**src/rtl/mcycle_pkg.sv**
```systemverilog
// Shared encodings and helpers for the iterative MUL/DIV unit.
package mcycle_pkg;

  typedef enum logic [1:0] {
    MCYCLE_SMUL = 2'b00,
    MCYCLE_UMUL = 2'b01,
    MCYCLE_SDIV = 2'b10,
    MCYCLE_UDIV = 2'b11
  } mcycle_op_e;

  typedef enum logic [1:0] {
    ST_IDLE      = 2'b00,
    ST_COMPUTING = 2'b01,
    ST_DONE      = 2'b10
  } mcycle_state_e;

  function automatic logic is_div(input logic [1:0] op);
    return op[1];
  endfunction

  function automatic logic is_signed(input logic [1:0] op);
    return ~op[0];
  endfunction

endpackage

```
**src/rtl/mcycle_step.sv**
```systemverilog
// One combinational iteration: shift-add multiply or restoring divide on a 2*WIDTH accumulator.
module mcycle_step
  import mcycle_pkg::*;
#(
  parameter int unsigned WIDTH = 32
) (
  input  logic [2*WIDTH-1:0] i_acc,
  input  logic [WIDTH-1:0]   i_operand,
  input  logic [1:0]         i_op,
  output logic [2*WIDTH-1:0] o_acc,
  output logic               o_qbit
);

  logic [WIDTH:0] w_sum;
  logic [WIDTH:0] w_rem_s;
  logic [WIDTH:0] w_trial;

  always_comb begin
    w_sum   = {1'b0, i_acc[2*WIDTH-1:WIDTH]}
            + {1'b0, (i_acc[0] ? i_operand : {WIDTH{1'b0}})};
    w_rem_s = i_acc[2*WIDTH-1:WIDTH-1];
    w_trial = w_rem_s - {1'b0, i_operand};
    o_qbit  = 1'b0;
    o_acc   = {w_sum, i_acc[WIDTH-1:1]};
    // Quotient LSB is left clear here; the sequencer merges o_qbit into it.
    if (is_div(i_op)) begin
      o_qbit = ~w_trial[WIDTH];
      o_acc  = {(o_qbit ? w_trial[WIDTH-1:0] : w_rem_s[WIDTH-1:0]),
                i_acc[WIDTH-2:0], 1'b0};
    end
  end

endmodule

```
**src/rtl/mcycle_seq.sv**
```systemverilog
// Multi-cycle MUL/DIV sequencer: latches magnitudes on Start, iterates WIDTH times,
// applies the sign fix-up as results are registered, then pulses Done.
module mcycle_seq
  import mcycle_pkg::*;
#(
  parameter int unsigned WIDTH = 32
) (
  input  logic             CLK,
  input  logic             RESET,
  input  logic             Start,
  input  logic [1:0]       MCycleOp,
  input  logic [WIDTH-1:0] Operand1,
  input  logic [WIDTH-1:0] Operand2,
  output logic [WIDTH-1:0] Result1,
  output logic [WIDTH-1:0] Result2,
  output logic             Busy,
  output logic             Done
);

  localparam int unsigned CW = $clog2(WIDTH);

  mcycle_state_e      r_state;
  logic [CW-1:0]      r_count;
  logic [1:0]         r_op;
  logic [2*WIDTH-1:0] r_acc;
  logic [WIDTH-1:0]   r_operand;
  logic               r_sign1;
  logic               r_sign2;
  logic               r_div0;
  logic [WIDTH-1:0]   r_result1;
  logic [WIDTH-1:0]   r_result2;
  logic               r_done;

  logic [WIDTH-1:0]   w_mag1;
  logic [WIDTH-1:0]   w_mag2;
  logic [2*WIDTH-1:0] w_step_acc;
  logic               w_qbit;
  logic [2*WIDTH-1:0] w_acc_next;
  logic [2*WIDTH-1:0] w_neg;
  logic [WIDTH-1:0]   w_res1;
  logic [WIDTH-1:0]   w_res2;

  assign w_mag1 = (is_signed(MCycleOp) && Operand1[WIDTH-1]) ? -Operand1 : Operand1;
  assign w_mag2 = (is_signed(MCycleOp) && Operand2[WIDTH-1]) ? -Operand2 : Operand2;

  mcycle_step #(.WIDTH(WIDTH)) u_step (
    .i_acc     (r_acc),
    .i_operand (r_operand),
    .i_op      (r_op),
    .o_acc     (w_step_acc),
    .o_qbit    (w_qbit)
  );

  assign w_acc_next = {w_step_acc[2*WIDTH-1:1], w_step_acc[0] | w_qbit};

  // Sign fix-up on the final iteration's output; divide-by-zero overrides the quotient.
  always_comb begin
    w_neg  = -w_acc_next;
    w_res1 = w_acc_next[WIDTH-1:0];
    w_res2 = w_acc_next[2*WIDTH-1:WIDTH];
    if (is_div(r_op)) begin
      if (r_div0) begin
        w_res1 = {WIDTH{1'b1}};
      end else if (r_sign1 ^ r_sign2) begin
        w_res1 = -w_acc_next[WIDTH-1:0];
      end
      if (r_sign1) begin
        w_res2 = -w_acc_next[2*WIDTH-1:WIDTH];
      end
    end else if (r_sign1 ^ r_sign2) begin
      w_res1 = w_neg[WIDTH-1:0];
      w_res2 = w_neg[2*WIDTH-1:WIDTH];
    end
  end

  always_ff @(posedge CLK or posedge RESET) begin
    if (RESET) begin
      r_state   <= ST_IDLE;
      r_count   <= '0;
      r_op      <= '0;
      r_acc     <= '0;
      r_operand <= '0;
      r_sign1   <= 1'b0;
      r_sign2   <= 1'b0;
      r_div0    <= 1'b0;
      r_result1 <= '0;
      r_result2 <= '0;
      r_done    <= 1'b0;
    end else begin
      r_done <= 1'b0;
      case (r_state)
        ST_IDLE: begin
          if (Start) begin
            r_op      <= MCycleOp;
            r_sign1   <= is_signed(MCycleOp) & Operand1[WIDTH-1];
            r_sign2   <= is_signed(MCycleOp) & Operand2[WIDTH-1];
            r_div0    <= (Operand2 == '0);
            r_count   <= '0;
            r_acc     <= is_div(MCycleOp) ? {{WIDTH{1'b0}}, w_mag1} : {{WIDTH{1'b0}}, w_mag2};
            r_operand <= is_div(MCycleOp) ? w_mag2 : w_mag1;
            r_state   <= ST_COMPUTING;
          end
        end
        ST_COMPUTING: begin
          r_acc   <= w_acc_next;
          r_count <= r_count + CW'(1);
          if (r_count == CW'(WIDTH - 1)) begin
            r_result1 <= w_res1;
            r_result2 <= w_res2;
            r_done    <= 1'b1;
            r_state   <= ST_DONE;
          end
        end
        ST_DONE: r_state <= ST_IDLE;
        default: r_state <= ST_IDLE;
      endcase
    end
  end

  assign Busy    = ~RESET & (((r_state == ST_IDLE) & Start) | (r_state == ST_COMPUTING));
  assign Done    = r_done;
  assign Result1 = r_result1;
  assign Result2 = r_result2;

endmodule
```
**config.mk**
```make
export PLATFORM = sky130hd
export DESIGN_NAME = mcycle_seq
export DESIGN_NICKNAME = d
export VERILOG_FILES = /design/src/rtl/mcycle_pkg.sv /design/src/rtl/mcycle_step.sv /design/src/rtl/mcycle_seq.sv
export SDC_FILE = /design/constraint.sdc
export NUM_CORES = 1
export LEC_CHECK = 0
export ABC_AREA = 1
export ABC_CLOCK_PERIOD_IN_PS = 7000
export CAP_MARGIN = 0
export CORE_MARGIN = 2
export CORE_UTILIZATION = 25
export DETAILED_ROUTE_END_ITERATION = 10
export PLACE_DENSITY = 0.46
export SYNTH_ARGS = -nofsm -noshare
export SYNTH_HDL_FRONTEND = slang
export SYNTH_SLANG_ARGS = --single-unit
```
**constraint.sdc**
```tcl
create_clock -name CLK -period 7 [get_ports CLK]
set_input_delay 1.4 -clock CLK [delete_from_list [all_inputs] [get_ports CLK]]
set_output_delay 1.4 -clock CLK [all_outputs]
set_load 0.03 [all_outputs]
```
Word level (Yosys, flattened, before mapping)
Index checks and enable logic that the tools add are counted.
Word-level totals
  bits in registers: 173
  output and inout bits: 66
  word-level logic and storage cells: 66
Operators by class
  add/subtract/negate cells: 8
  eq/ne operators: 4
  muxes and demuxes: 24
  bitwise gates (word level): 10
  reductions and logical operators: 9
Operators by type and width (count)
  32-bit two-way mux: 13
  64-bit two-way mux: 2
  32-bit negation: 4
  64-bit case mux with 2 select lines: 1
  64-bit negation: 1
  32-bit by 32-bit adder with 33-bit output: 1
  33-bit by 32-bit subtractor with 33-bit output: 1
  32-bit zero test: 1
  5-bit case mux with 2 select lines: 1
  2-bit AND reduction: 4
  5-bit by 1-bit adder with 5-bit output, second input constant: 1
  5-bit == test, second input constant: 1
  5-bit two-way mux: 1
  1-bit bitwise AND: 4
  2-bit two-way mux: 2
  2-bit inequality test, second input constant: 2
  2-bit case mux with 2 select lines: 1
  1-bit two-way mux: 3
  1-bit inverter: 3
  2-bit by 1-bit == test with 1-bit output, second input constant: 1
  1-bit logical AND: 2
  2-bit zero test: 1
  1-bit bitwise OR: 2
  2-bit nonzero test: 1
  1-bit bitwise XOR: 1

Depth between registers and ports, before layout
  depth in word-level cells: 8
  mapped depth: 33

By module
Synthesis repeated with hierarchy kept, for this count alone.
Second synthesis, totals
  cell total of the unflattened synthesis: 2924
  area total of the unflattened synthesis: 17805.8 sq um
Modules (own cells, without submodules)
  mcycle_seq: instances 1, cells an instance 1617, area each 11463.5 sq um
  mcycle_step: instances 1, cells an instance 1307, area each 6342.3 sq um

Least setup slack after synthesis
Ideal clock, no wire load.
  path type: input to output
  start: input port Start
  end: output port Busy
  data arrival time: 2530 ps
  required time: 5600 ps
  slack: 3070 ps
  stages: 5
  cell sequence: nand3_1 -> clkinv_1 -> nor2_1 -> clkbuf_1 -> nor2_1
On the way
  cells in the longest elaborated chain, start to end: 3
Ends and longest elaborated chain
  from (decl): RTL line mcycle_seq.sv:10  | input logic Start,
  1-bit bitwise AND: RTL line mcycle_seq.sv:120  | assign Busy = ~RESET & (((r_state == ST_IDLE) & Start) | (r_state == ST_COMPUTING));
  1-bit bitwise OR: RTL line mcycle_seq.sv:120
  1-bit bitwise AND: RTL line mcycle_seq.sv:120
  to (decl): RTL line mcycle_seq.sv:16  | output logic Busy,
Every way passes these cells.

Worst setup path in the final report
Same ends and word-level chain as after synthesis.

==> flow_results.org <==
** Timing
- Minimum clock period :: 5.458 ns
- Measured against its own limit, the worst slew margin works out to 27.35%.
- Final Skew :: 0.01549 ns
- Highest achievable clock rate :: 183.2 MHz
- For the pin with the worst max-slew slack, the measured transition is between 1 and 1.5 ns.
- Total setup violations reported at the end of the flow :: 0
- The number of pins exceeding their max-slew limit in the final report is 0.
- Crit share post-route :: 77.98%
- Total negative setup slack :: 0 ns
- The final hold violation count is 0.
- Setup repair after global routing missed its margin :: no

** Floorplanning
- After floorplanning, the core was divided into 94 placement rows.
- Top-Level Pins :: 135
- In this run the vertical extent of the chip is between 200 and 300 um.
- The core region is 65860 um2.
- Once the floorplan was initialized, standard cells occupied 25.32% of the core.
- Total Die Area :: 68780 um2
- The die is 262.3 um wide.

** Worst setup path
- Worst reg2reg endpoint :: Result2[26]
- The startpoint identified for the worst register-to-register timing path is r_acc[31].
- Capturing element of the worst setup path :: Busy
- Critical path class :: in2out
- The most critical setup path has its startpoint at Start.
- Arrival time of the worst setup path :: roughly 4.1 ns
- Worst-case register-to-register setup slack :: 1.93 ns
- The worst setup path is captured at an output port.
- Worst Path Max Fanout :: 27
- The number of cells on the worst reg-to-reg path is 33.
- STA puts the critical path data required time at 5.60 ns.
- CP Launch Type :: input pin

** Synthesis
- Yosys mapped the design onto a little over 60 distinct sky130hd cell types.
- For this run, asynchronously set or reset flops after synthesis account for between 90% and 100%.
- Mapped Cells :: 2680
- Number of synthesis warnings :: 0
- Post-synthesis cell type with the largest combined area :: sky130_fd_sc_hd__dfrtp_1
- Dominant cells by area after synthesis :: sky130_fd_sc_hd__dfrtp_1 26%, sky130_fd_sc_hd__nand2_1 18%, sky130_fd_sc_hd__inv_1 9.4%
- Number of enable flip-flop cells after synthesis :: 0
- Average cell area after synthesis :: 6.222 um2
- Share of the synthesized area in the top cell type :: 25.81%
- Counting every net in the synthesized netlist gives 2821.
- In the synthesized netlist, the cells that appear most often are 808 x sky130_fd_sc_hd__nand2_1, 416 x sky130_fd_sc_hd__inv_1, 223 x sky130_fd_sc_hd__nor2_1, 195 x sky130_fd_sc_hd__nand3_1, 172 x sky130_fd_sc_hd__dfrtp_1.
- Total standard cell area after synthesis :: ~17000 um2
- Sequential elements use 25.81% of the synthesized area.
- In the synthesized netlist the dominant register cell turns out to be sky130_fd_sc_hd__dfrtp_1.
- Flop and latch count out of synthesis :: between 150 and 200
- Among all cell types in the netlist, the one instantiated most often is sky130_fd_sc_hd__nand2_1.

** Routing
- Post-detailed-route wirelength per cell :: between 20 and 25 um
- Wires add up to approximately 74000 um.
- In the routed design, unresolved DRC markers number 0.
- After the first detailed-routing iteration, the DRC count stood at 1586.
- The first TritonRoute pass finished after 5 iterations.
- The routed layout has 18070 vias.
- Number of vias per cell :: 4.947
- In this run the remaining antenna-violating nets after routing total 0.

** CTS
- CTS tree :: yes
- Max clock buf depth :: 2
- Number of buffers inserted by post-CTS setup repair :: 0
- Hold-fix buffers at CTS :: 0
- CTS Root Buffer Type :: sky130_fd_sc_hd__clkbuf_16
- In this run, CTS created clock tree buffers numbering 17.
- The clock drives 172 sinks.
- CTS built an H-tree with a depth of 4.
- After clock tree synthesis, the clock-pin slew on the worst setup and hold paths is approximately 0.06 ns.
- Worst-skew pair later-pin latency :: 0.50 ns
- After clock tree synthesis, the repair step resized 0 gates.

** Placement
- Sum of net half-perimeters after detailed placement :: 60440 um
- At the end of routability-driven placement, the weighted congestion stood at 0.9626.
- Number of input and output port buffers inserted :: 134

** Final layout
- 0 antenna diodes ended up in the layout.
- Nets :: 2916
- Area occupied by multi-input gates :: 10370 um2
- Register cell area after layout :: 4308 um2
- Fill cell count :: 7452
- From synthesis to final layout, the design area changed by 16.80%.
- Share of layout cells above drive strength 1 :: under 10%

** Global route
- GRT Util Overall :: 21.37%
- GR peak layer :: met2
- Global routing met3 resource utilization :: 2.440%
- Maximum number of pins on one net before global-route repair :: 99
- The first global-routing pass estimated 111200 um of wire.
- GR Util met1 :: a little over a quarter
- Antenna violations before repair :: 0
- Global Route met2 Usage :: 37.32%
- Via count of the first global-routing pass :: 17550
- Sum of overflow across all layers after global routing :: 0

** Min path
- Class of the tightest hold or removal check :: reg2reg
- Along the worst hold path, the cell count comes to 2.

** Run
- Across the run, the number of max-cap violations was 0.

** Outcome
- Run status :: finished, final reports clean
==> through the flow <==
step | setup slack, ns | utilization [%] | cells | hold slack, ns | instance area, um2
detailed placement | 1.565 | 28.68 | 3620 | 0.4705 | 18890
floorplan | 0.9399 | - | 2680 | 0.4467 | 16670
global route | 1.306 | 29.57 | 3652 | 0.5005 | 19480
finish | 1.542 | 29.57 | 3652 | 0.4801 | 19480
global placement | 1.572 | 28.68 | 3620 | 0.4693 | 18890
CTS | 1.568 | 29.57 | 3652 | 0.4881 | 19480
==> layer usage <==
| metal | routed length, um | up-vias |
|---|---|---|
| met1 | 32020 | 8491 |
| met4 | 2522 | 0 |
| li1 | - | 8854 |
| met2 | 35990 | 629 |
| met3 | 3684 | 93 |
| met5 | 0 | - |
==> cell families after synthesis <==
kind of cell / count (synthesis) / share of synthesized area [%]
AOI/OAI and AO/OA: 421 / 15.45
xor gates and xnor gates: 96 / 5.042
adders and majority gates: 72 / 5.493
buffers and inverters: 510 / 12.07
DFF: 172 / 25.81
and+or+nand+nor: 1409 / 36.14
==> worst min-delay path by stage <==
stage          slack (ns)        start           to
6_report             0.48  Result2[28]  Result2[28]
5_1_grt              0.50  Result2[28]  Result2[28]
4_1_cts              0.49  Result2[28]  Result2[28]
3_5_place_dp         0.47  Result2[28]  Result2[28]
3_3_place_gp         0.47  Result2[29]  Result2[29]
2_1_floorplan        0.45       r_div0       r_div0
==> placed cells by master (no fill, tap or decap), types with 18 or more instances in the layout <==
cell,netlist,layout
sky130_fd_sc_hd__nand2_2,28,29
sky130_fd_sc_hd__inv_1,416,414
sky130_fd_sc_hd__dfrtp_1,172,171
sky130_fd_sc_hd__o221ai_1,18,18
sky130_fd_sc_hd__nor2_1,223,221
sky130_fd_sc_hd__clkdlybuf4s50_1,0,134
sky130_fd_sc_hd__nor3_1,40,40
sky130_fd_sc_hd__xnor2_1,18,18
sky130_fd_sc_hd__nor2_2,28,30
sky130_fd_sc_hd__nand3_1,195,195
sky130_fd_sc_hd__o21ai_0,132,132
sky130_fd_sc_hd__ha_1,70,70
sky130_fd_sc_hd__nand4_1,38,38
sky130_fd_sc_hd__a21oi_1,100,100
sky130_fd_sc_hd__nand2_1,808,807
sky130_fd_sc_hd__xor2_1,78,78
sky130_fd_sc_hd__buf_4,1,24
sky130_fd_sc_hd__o22ai_1,52,52
==> worst max-delay path, stage by stage <==
cell and delay, ns:
sky130_fd_sc_hd__clkdlybuf4s50_1 0.41, sky130_fd_sc_hd__nand3_1 0.09, sky130_fd_sc_hd__buf_4 0.34, sky130_fd_sc_hd__clkinv_1 0.53
sky130_fd_sc_hd__nor2_2 0.20, sky130_fd_sc_hd__buf_4 0.37, sky130_fd_sc_hd__nor2_1 0.07, sky130_fd_sc_hd__clkdlybuf4s50_1 0.61
==> registers in the layout, indices dropped and copies added (netlist names) <==
signal and cells:
Result2 32, r_count 5, r_sign1 1, r_acc 64
r_div0 1, Done 1, r_op 1, r_state 2
Result1 32, r_sign2 1, r_operand 32
==> area by class of cell <==
class / count / area share (%)
clock buffers: 19 / 2.223
flip-flops and latches: 172 / 22.12
repair buffers: 158 / 7.812
well taps: 864 / 5.551
clock inverters: 13 / 0.7966
inverters: 428 / 8.274
multi-input cells: 1998 / 53.22
Power is left out: the tool's default activity adds up to more than one toggle a clock period on the data nets, which glitch-free logic cannot reach.
